[src/rtl/sr_lock_pkg.sv]
// Shared types, defaults and a round-robin pick helper for the sr_lock_arbiter semaphore.
// The arbiter's optional hold timeout is enabled by defining SR_LOCK_TIMEOUT_EN.
package sr_lock_pkg;

  typedef enum logic {
    IDLE = 1'b0,
    HELD = 1'b1
  } state_t;

  localparam int N_REQ_DEFAULT    = 4;
  localparam int MAX_HOLD_DEFAULT = 16;
  localparam int N_REQ_MAX        = 16;

  typedef struct packed {
    logic       valid;
    logic [3:0] idx;
  } pick_t;

  // Winner is the first set bit at or above ptr, wrapping at n; scanned downward so the
  // smallest offset is the last (and therefore surviving) assignment.
  function automatic pick_t rr_pick(input logic [N_REQ_MAX-1:0] req,
                                    input logic [3:0]           ptr,
                                    input int                   n);
    pick_t p;
    int    idx;
    p = '0;
    for (int k = N_REQ_MAX - 1; k >= 0; k--) begin
      if (k < n) begin
        idx = (int'(ptr) + k) % n;
        if (req[idx]) begin
          p.valid = 1'b1;
          p.idx   = 4'(idx);
        end
      end
    end
    return p;
  endfunction

endpackage

[src/rtl/sr_lock_arbiter_rr_priority_pick.sv]
// Combinational round-robin picker: rotate req so ptr sits at bit 0, priority-encode the
// lowest set bit, then rotate the index back into requester numbering.
module rr_priority_pick #(
  parameter  int N_REQ = 4,
  localparam int IDW   = $clog2(N_REQ)
) (
  input  logic [N_REQ-1:0] req,
  input  logic [IDW-1:0]   ptr,
  output logic [IDW-1:0]   idx,
  output logic             valid
);

  logic [N_REQ-1:0] rot;
  logic [IDW-1:0]   off;
  int               sum;

  always_comb begin
    rot   = '0;
    off   = '0;
    valid = 1'b0;
    sum   = 0;
    for (int i = 0; i < N_REQ; i++) begin
      rot[i] = req[(i + int'(ptr)) % N_REQ];
    end
    for (int i = N_REQ - 1; i >= 0; i--) begin
      if (rot[i]) begin
        off   = IDW'(i);
        valid = 1'b1;
      end
    end
    sum = int'(off) + int'(ptr);
    if (sum >= N_REQ) begin
      sum = sum - N_REQ;
    end
    idx = IDW'(sum);
  end

endmodule

[src/rtl/sr_lock_arbiter.sv]
// Round-robin hardware semaphore: one requester owns the lock until it releases it.
// Define SR_LOCK_TIMEOUT_EN to add a forced release after MAX_HOLD held cycles.
module sr_lock_arbiter
  import sr_lock_pkg::*;
#(
  parameter  int N_REQ    = N_REQ_DEFAULT,
  parameter  int MAX_HOLD = MAX_HOLD_DEFAULT,
  localparam int IDW      = $clog2(N_REQ)
) (
  input  logic             clk,
  input  logic             reset,
  input  logic [N_REQ-1:0] req,
  input  logic [N_REQ-1:0] rel,
  output logic [N_REQ-1:0] gnt,
  output logic [IDW-1:0]   owner,
  output logic             busy,
  output logic             err_rel,
  output logic             timeout
);

  state_t           state_reg, state_next;
  logic [N_REQ-1:0] gnt_reg, gnt_next;
  logic [IDW-1:0]   owner_reg, owner_next;
  logic [IDW-1:0]   ptr_reg, ptr_next;
  logic             err_reg, err_next;
  logic             to_reg, to_next;
  logic [IDW-1:0]   pick_idx;
  logic             pick_valid;
  logic [IDW-1:0]   ptr_after;
  logic             owner_rel;
  logic             force_rel;

  rr_priority_pick #(.N_REQ(N_REQ)) u_pick (
    .req   (req),
    .ptr   (ptr_reg),
    .idx   (pick_idx),
    .valid (pick_valid)
  );

  // After any release the owner drops to lowest priority.
  assign ptr_after = (owner_reg == IDW'(N_REQ - 1)) ? '0 : owner_reg + IDW'(1);
  assign owner_rel = rel[owner_reg];

`ifdef SR_LOCK_TIMEOUT_EN
  localparam int HW = $clog2(MAX_HOLD);
  logic [HW-1:0] hold_reg, hold_next;

  assign force_rel = (state_reg == HELD) && (hold_reg == HW'(MAX_HOLD - 1));

  always_comb begin
    hold_next = '0;
    if (state_reg == HELD && !owner_rel && !force_rel) begin
      hold_next = hold_reg + HW'(1);
    end
  end

  always_ff @(posedge clk) begin
    if (reset) begin
      hold_reg <= '0;
    end else begin
      hold_reg <= hold_next;
    end
  end
`else
  assign force_rel = 1'b0;
`endif

  always_comb begin
    state_next = state_reg;
    gnt_next   = gnt_reg;
    owner_next = owner_reg;
    ptr_next   = ptr_reg;
    err_next   = 1'b0;
    to_next    = 1'b0;
    unique case (state_reg)
      IDLE: begin
        err_next = |rel;
        if (pick_valid) begin
          state_next = HELD;
          owner_next = pick_idx;
          gnt_next   = N_REQ'(1) << pick_idx;
        end
      end
      HELD: begin
        err_next = |(rel & ~gnt_reg);
        if (owner_rel || force_rel) begin
          state_next = IDLE;
          gnt_next   = '0;
          ptr_next   = ptr_after;
          to_next    = !owner_rel;
        end
      end
      default: ;
    endcase
  end

  always_ff @(posedge clk) begin
    if (reset) begin
      state_reg <= IDLE;
      gnt_reg   <= '0;
      owner_reg <= '0;
      ptr_reg   <= '0;
      err_reg   <= 1'b0;
      to_reg    <= 1'b0;
    end else begin
      state_reg <= state_next;
      gnt_reg   <= gnt_next;
      owner_reg <= owner_next;
      ptr_reg   <= ptr_next;
      err_reg   <= err_next;
      to_reg    <= to_next;
    end
  end

  assign gnt     = gnt_reg;
  assign owner   = owner_reg;
  assign busy    = (state_reg == HELD);
  assign err_rel = err_reg;
  assign timeout = to_reg;

endmodule

[config.mk]
export PLATFORM = sky130hd
export DESIGN_NAME = sr_lock_arbiter
export DESIGN_NICKNAME = d
export VERILOG_FILES = /design/src/rtl/sr_lock_pkg.sv /design/src/rtl/sr_lock_arbiter_rr_priority_pick.sv /design/src/rtl/sr_lock_arbiter.sv
export SDC_FILE = /design/constraint.sdc
export NUM_CORES = 1
export LEC_CHECK = 0
export CORE_MARGIN = 2
export CORE_UTILIZATION = 48
export CTS_CLUSTER_DIAMETER = 200
export DETAILED_ROUTE_END_ITERATION = 8
export PLACE_DENSITY_LB_ADDON = 0.12
export SLEW_MARGIN = 5
export SYNTH_ARGS = -nofsm -noshare
export SYNTH_HDL_FRONTEND = slang
export SYNTH_HIERARCHICAL = 1
export SYNTH_SLANG_ARGS = --single-unit
[constraint.sdc]
create_clock -name clk -period 2.88 [get_ports clk]
set_input_delay 0.288 -clock clk [delete_from_list [all_inputs] [get_ports clk]]
set_output_delay 0.288 -clock clk [all_outputs]
set_load 0.01 [all_outputs]
## Word level (Yosys, flattened, before mapping)

Cells that the tools add are included.

| storage, ports and cells | value |
|---|---|
| register bits after elaboration | 11 |
| input bits | 10 |
| logic and storage cells | 69 |

| cells by class | value |
|---|---|
| add/sub/neg operators | 6 |
| order comparisons | 6 |
| equality and inequality tests | 3 |
| shift operators | 1 |
| multiplexer cells | 30 |
| bitwise operators | 7 |
| reductions and logical operators | 10 |

Operator list:

| cell | number |
|---|---|
| $mux 1 | 14 |
| $lt 3x4->1 const B | 3 |
| $mux 2 | 6 |
| $bmux 1 s2 | 5 |
| $mux 4 | 2 |
| $pmux 4 s2 | 1 |
| $reduce_or 4->1 | 2 |
| $lt 2x3->1 const B | 2 |
| $reduce_and 2->1 | 3 |
| $reduce_or 2->1 | 3 |
| $add 2x2->2 const A | 2 |
| $and 4x4->4 | 1 |
| $not 4->4 | 1 |
| $pmux 1 s2 | 2 |
| $shl 1x2->4 const A | 1 |
| $add 2x2->3 | 1 |
| $and 1x1->1 const A | 3 |
| $ge 3x3->1 const B | 1 |
| $reduce_or 3->1 | 1 |
| $add 1x2->2 const A | 1 |
| $add 2x1->2 const B | 1 |
| $eq 2x2->1 const B | 1 |
| $ne 2x1->1 const B | 1 |
| $ne 2x2->1 const B | 1 |
| 3 further kinds | 4 |

## Logic depth before layout (Yosys ltp)

Gate-level depths: netlist of the first run.

| logic depth | value |
|---|---|
| depth in word-level cells | 16 |
| mapped depth | 10 |
| depth with buffers taken out | 9 |

## By module

Netlist of the first run, hierarchy kept.

Modules (own cells, without submodules):

| module | instances | cells each | area each (um2) |
|---|---|---|---|
| sr_lock_arbiter | 1 | 55 | 481.7 |
| rr_priority_pick | 1 | 25 | 166.4 |

## Worst setup path before layout of the first run

OpenSTA, ideal clock, no wires.

| timing path | value |
|---|---|
| kind | flip-flop to flip-flop |
| from | reg ptr_reg[1] |
| to | reg gnt_reg[0], in the netlist gnt[0] |
| arrival | 1.676 ns |
| data required time | 2.807 ns |
| slack | 1.131 ns |
| cell stages (with the launch flop) | 11 |
| period minus slack after synthesis | 1.749 ns |
| path through | dfxtp_1 buf_2 nand2_1 a21oi_1 o2bb2ai_1 o21a_1 ha_1 xnor2_1 xnor2_1 nor3_1 o2bb2ai_1 |

| between the ends | value |
|---|---|
| longest elaborated chain between the ends | 14 |
| elaborated cells on any way between the ends | 31 |
| classes of those cells | add/sub (5); order compare (1); eq/ne (1); shift (1); mux (22); reduce/logical (1) |

Ends and longest elaborated chain:

| item | line | RTL |
|---|---|---|
| start: declaration | sr_lock_arbiter.sv:24 | `logic [IDW-1:0] ptr_reg, ptr_next;` |
| start signal: assignment | sr_lock_arbiter.sv:109 | `ptr_reg <= ptr_next;` |
| $add 2x2->2 | sr_lock_arbiter_rr_priority_pick.sv:23 | `rot[i] = req[(i + int'(ptr)) % N_REQ];` |
| $bmux 1 s2 | sr_lock_arbiter_rr_priority_pick.sv:23 |  |
| $mux 1 (not written as such) (2 in a row) | sr_lock_arbiter_rr_priority_pick.sv:23 |  |
| $mux 2 (4 in a row) | sr_lock_arbiter_rr_priority_pick.sv:26 | `if (rot[i]) begin` |
| $add 2x2->3 * | sr_lock_arbiter_rr_priority_pick.sv:31 | `sum = int'(off) + int'(ptr);` |
| $ge 3x3->1 or $sub 2x1->2 (tied branches) | sr_lock_arbiter_rr_priority_pick.sv:32, sr_lock_arbiter_rr_priority_pick.sv:33 |  |
| $mux 2 * | sr_lock_arbiter_rr_priority_pick.sv:32 | `if (sum >= N_REQ) begin` |
| named net pick_idx[1] | sr_lock_arbiter.sv:27 | `logic [IDW-1:0] pick_idx;` |
| $shl 1x2->4 * | sr_lock_arbiter.sv:81 | `gnt_next = N_REQ'(1) << pick_idx;` |
| $mux 4 * | sr_lock_arbiter.sv:78 | `if (pick_valid) begin` |
| $pmux 4 s2 * | sr_lock_arbiter.sv:75 | `unique case (state_reg)` |
| end signal: assignment | sr_lock_arbiter.sv:107 | `gnt_reg <= gnt_next;` |
| end: declaration | sr_lock_arbiter.sv:22 | `logic [N_REQ-1:0] gnt_reg, gnt_next;` |

The timed path passes the listed nets; every way through them passes the cells marked *. The select of a mux whose other input is x is not followed.
A chain may end at the register's enable or synchronous reset.

## Worst setup path in the final report of the first run

| timing path | value |
|---|---|
| from | in req[0] |
| to | reg gnt_reg[0], in the netlist gnt[0] |

| between the ends | value |
|---|---|
| longest elaborated chain between the ends | 13 |
| elaborated cells on any way between the ends | 28 |
| classes of those cells | add/sub (2); order compare (1); eq/ne (1); shift (1); mux (22); reduce/logical (1) |

Ends and longest elaborated chain:

| item | line | RTL |
|---|---|---|
| start: declaration | sr_lock_arbiter.sv:12 | `input logic [N_REQ-1:0] req,` |
| $bmux 1 s2 | sr_lock_arbiter_rr_priority_pick.sv:23 |  |
| $mux 1 (not written as such) (2 in a row) | sr_lock_arbiter_rr_priority_pick.sv:23 |  |
| $mux 2 (3 in a row) | sr_lock_arbiter_rr_priority_pick.sv:26 |  |
| $mux 2 * | sr_lock_arbiter_rr_priority_pick.sv:26 |  |
| $add 2x2->3 * | sr_lock_arbiter_rr_priority_pick.sv:31 |  |
| $ge 3x3->1 or $sub 2x1->2 (tied branches) | sr_lock_arbiter_rr_priority_pick.sv:32, sr_lock_arbiter_rr_priority_pick.sv:33 |  |
| $mux 2 * | sr_lock_arbiter_rr_priority_pick.sv:32 |  |
| named net pick_idx[1] | sr_lock_arbiter.sv:27 |  |
| $shl 1x2->4 * | sr_lock_arbiter.sv:81 |  |
| $mux 4 * | sr_lock_arbiter.sv:78 |  |
| $pmux 4 s2 * | sr_lock_arbiter.sv:75 |  |

Marked as above.

==> metrics.txt, run 1 <==
status finished, final reports clean; gpl congestion 0.754; setup tns final 0 ns; Boundary Pins 19; Crit Path Max Fanout 7; FF-to-FF Start ptr_reg[1]; synthesized cell area 648 um^2; largest delay contributor family on the critical path buffers and inverters; Final min period 2.11 ns; synthesized instance count 80; period utilization 73.2%; Highest Clock Rate 475 MHz; Max Cap Violations 0; Worst Hold Depth 2; worst endpoint required time 3.08 ns; P per Cell Area 546 nW/um^2; Starting Density 50.4%; Area growth syn-to-layout 34.0%; yosys warns 6; Max VDD drop 0.332 mV; DIE WIDTH 40.7 um; vias per inst 5.42; final hold violation count 0; worst hold start gnt[0]; Post-route DRC 0; nets 114; CP startpoint kind primary input; Row Count 13; Core Area 1280 um^2; Post-synth EDFFs 0; H-tree levels 1; post-cts gate resize count 0; slowest stage delay, CP 0.53 ns; hpwl dp 1050 um; Seq/Total Area, Yosys 34.0%; Post-Layout Cell Count 116; fin. max-slew vios 0; critical path class in2reg; Worst Setup SP req[0]; Post-CTS Setup Inserts 0; Port Buffer Count 18; arrival time worst endpoint 2.31 ns; DRT iter0 DRCs 8; R2R depth 9; drt pass-1 iters 4; Die Height 40.7 um; ANT cells 0; CP bufs+invs 1; worst hold path class reg2reg; GRT Resource Usage Total 20.7%; pin count of the biggest net entering global routing 9; max reg flops 4; GR Overflow Total 0; CTS buffer count 3; DR WL/cell 12.1 um; unrepaired setup endpoints after global routing false; initial antenna violation count 0; worst hold slack 0.490 ns; most frequent cells in the layout clkdlybuf4s50_1 (18), nand2_1 (15), dfxtp_1 (11); Finished Core Util 67.6%; CTS tree done; WP depth 10; DIE AREA 1660 um^2; crit path capture type flop; leak pwr 0.339 nW; Routed Antenna Nets 0; CTS sink cnt 11; Async S/R FF share, synth 0%; final setup fails 0; syn_area_per_cell 8.10 um^2; most frequent CP cell xnor2_1; Cell Chain, Critical Path clkdlybuf4s50_1, nor2_1, a2bb2oi_1, o211ai_1, o21a_1, ha_1, xnor2_1, xnor2_1, nor3_1, o2bb2ai_1; most common cell after layout, fill and taps aside clkdlybuf4s50_1; Synth Flop Type dfxtp_1; CP max-delay cell clkdlybuf4s50_1; Synth cell types 27; CTS clock-pin slew for the worst setup and hold paths 0.07 ns; CTS Root Buffer Type clkbuf_4; Yosys reg bits 11; vias in the first global route 529; first-pass GRT wire length 2140 um; layout cells sized above 1 6.93%; DP Cell Count 112; hold_buf cts 0; Worst-Skew Late Latency 0.27 ns; Fin Clk Skew 0.000636 ns; Routed WL 1400 um; via count 629; clk buf depth 2; syn nets 92
==> power by group <==
group / internal, W / switching (W)
Combinational: 0.0000926 / 0.0000745
Sequential: 0.000174 / 0.0000275
Clock: 0.0000537 / 0.0000517
Total: 0.000320 / 0.000154
==> kinds of logic (layout without fill, tap and decap cells) <==
| logic type | after synthesis | in the layout | synth area share (%) |
|---|---|---|---|
| buffers and inverters | 7 | 28 | 4.25 |
| adder cells (fa/ha/maj) | 2 | 2 | 3.86 |
| multiplexers | 5 | 5 | 9.27 |
| AND/OR/NAND/NOR | 32 | 32 | 22.8 |
| flip-flops | 11 | 11 | 34.0 |
| other | 1 | 1 | 0.579 |
| XOR/XNOR | 2 | 2 | 2.70 |
| AO/OA/AOI/OAI | 20 | 20 | 22.6 |
==> tightest hold or removal path, cell delays in order, from the launching register on <==
cell       delay, ns
dfxtp_1         0.33
nand2_1         0.06
o2bb2ai_1       0.06
==> per-stage QoR <==
stage / setup slack [ns] / total power, W / cell area (um^2)
after floorplan: 1.13 / 0.000301 / 648
after global placement: 0.572 / 0.000369 / 842
after detailed placement: 0.499 / 0.000371 / 842
after CTS: 0.777 / 0.000480 / 868
after global routing: 0.624 / 0.000507 / 868
final: 0.773 / 0.000474 / 868
==> per-layer routing <==
metal	vias up	wire, um	global-route usage [%]
li1	324	-	-
met1	279	640	22.1
met2	21	622	33.3
met3	5	110	9.24
met4	0	27	12.5
met5	-	0	0
==> final timing paths <==
kind	endpoint	slack (ns)
setup reg to reg	gnt[0]	0.93
setup / recovery	gnt[0]	0.77
hold reg to reg	gnt[0]	0.49
hold / removal	gnt[0]	0.49
==> cell type report <==
type	instances	area [um^2]
tap	15	18.8
clock buffer	4	26.3
multi-input combinational	62	400
inverter	6	22.5
sequential	11	220
fill	113	417
timing repair buffer	18	180
==> Yosys cell counts, drive strengths merged (2+ instances only) <==
| master | n | area [um^2] |
|---|---|---|
| dfxtp | 11 | 220 |
| o2bb2ai | 3 | 26.3 |
| xnor2 | 2 | 17.5 |
| nor3 | 3 | 15.0 |
| nor2b | 4 | 25.0 |
| inv | 6 | 22.5 |
| nand2 | 15 | 56.3 |
| o22ai | 5 | 31.3 |
| a21oi | 4 | 20.0 |
| ha | 2 | 25.0 |
| nand2b | 2 | 12.5 |
| nor2 | 5 | 18.8 |
| mux2i | 3 | 30.0 |
| mux2 | 2 | 30.0 |
(Power assumes the default switching activity.)
==> run 2: changes to the inputs <==
Settings changed: CORE_UTILIZATION 48 to 45.
Clock period 2.88 ns to 2 ns, I/O delays scaled along.
==> metrics.txt, run 2 (same netlist as run 1, synthesis figures left out) <==
status finished, final reports clean; Die Height 42.0 um; Post-Layout Cell Count 123; Highest Clock Rate 542 MHz; Routed Antenna Nets 0; unrepaired setup endpoints after global routing false; ANT cells 0; drt pass-1 iters 4; gpl congestion 0.819; Row Count 13; Crit Path Max Fanout 5; # fillers 105; DIE AREA 1760 um^2; layout cells sized above 1 14.8%; FF-to-FF Start ptr_reg[1]; setup slack, reg-to-reg 0.17 ns; CTS tree done; Boundary Pins 19; worst hold start gnt[1]; Worst Setup SP req[1]; R2R depth 9; CP startpoint kind primary input; Routed WL 1450 um; GR Overflow Total 0; crit path capture gnt[0]; fin. max-slew vios 0; P per Cell Area 755 nW/um^2; CTS buffer count 3; CTS clock-pin slew for the worst setup and hold paths 0.07 ns; worst endpoint required time 2.20 ns; pin count of the biggest net entering global routing 9; Core Area 1320 um^2; GR peak layer met2; DP Cell Count 119; GRT Resource Usage Total 19.9%; arrival time worst endpoint 2.05 ns; Fin Clk Skew 0.00677 ns; leak pwr 0.385 nW; max reg flops 4; hpwl dp 1120 um; DRT iter0 DRCs 9; met2 global-route usage 30.6%; CTS Root Buffer Type clkbuf_4; first-pass GRT wire length 2630 um; Max Cap Violations 0; met1 GRT Util 23.2%; met3 GRT Util 9.13%; Max VDD drop 0.541 mV; worst hold slack 0.487 ns; Final Worst Setup Slack 0.155 ns; final setup fails 0; Post-CTS Setup Inserts 0; reg2reg end gnt[0]; dpl ws -0.156 ns; Starting Density 49.2%; vias per inst 5.38; crit path capture type flop; CTS sink cnt 11; vias in the first global route 645; H-tree levels 1; critical path class in2reg; Area growth syn-to-layout 42.9%; Final min period 1.85 ns; via count 662; most common cell after layout, fill and taps aside clkdlybuf4s50_1; nets 121; period utilization 92.3%; clk buf depth 2; Worst-Skew Late Latency 0.28 ns; final hold violation count 0; most frequent cells in the layout clkdlybuf4s50_1 (17), nand2_1 (15), dfxtp_1 (10); initial antenna violation count 0; DR WL/cell 11.8 um; Post-route DRC 0; DIE WIDTH 42.0 um; Port Buffer Count 18; worst hold path class reg2reg
-- run 2: changes by cell type in the layout (fill, tap and decap cells not counted), sizes merged --
cell,change
buf,+7
clkbuf,-1
clkdlybuf4s50,-1
clkinv,+1
dlymetal6s2s,+1
-- run 2: worst min-delay path by stage --
stage                     to  cells after the start  slack (ns)
global placement      gnt[1]                      2        0.48
detailed placement    gnt[1]                      2        0.48
CTS                   gnt[1]                      2        0.49
floorplan           owner[0]                      1        0.27
global route          gnt[2]                      2        0.52
finish                gnt[1]                      2        0.49
-- run 2: critical path, cell delays in order --
cell and delay [ns]:
clkdlybuf4s50_1 0.56, a2bb2oi_1 0.19, o211ai_1 0.10, o21a_1 0.13, ha_1 0.18, xnor2_1 0.17, xnor2_1 0.13, nor3_1 0.26
o2bb2ai_1 0.14
-- run 2: metrics by stage --
stage,total power (W),area (um^2),utilization (%),setup TNS (ns)
2_1_floorplan,0.000434,648,-,0
3_3_place_gp,0.000542,895,67.9,-0.377
3_5_place_dp,0.000546,895,67.9,-0.594
4_1_cts,0.000705,922,70.0,0
5_1_grt,0.000748,926,70.3,0
6_report,0.000699,926,70.3,0
-- run 2: power breakdown --
part           leakage (nW)  internal [W]  switching, W
Sequential           0.0911      0.000251     0.0000379
Clock                0.0177     0.0000742     0.0000824
Combinational         0.276      0.000144      0.000110
Total                 0.385      0.000469      0.000230
-- run 2: final cells by class --
type,count,area [um^2],area share (%)
Clock buffer,3,22.5,2.43
Tap cell,15,18.8,2.03
Multi-Input combinational cell,62,400,43.2
Timing Repair Buffer,25,235,25.4
Clock inverter,1,5.00,0.541
Sequential cell,11,221,23.9
Inverter,6,22.5,2.43
-- run 2: routing by layer --
metal | part of all wire [%] | wire (um)
met1 | 47 | 674
met3 | 5.8 | 84
met5 | 0 | 0
met2 | 45 | 647
met4 | 2.8 | 41
-- run 2: what timing repair did --
action	4_1_cts	5_1_grt
resized for setup	0	2
endpoints found under the setup margin	0	4
hold buffers	0	0
endpoints found under the hold margin	0	0
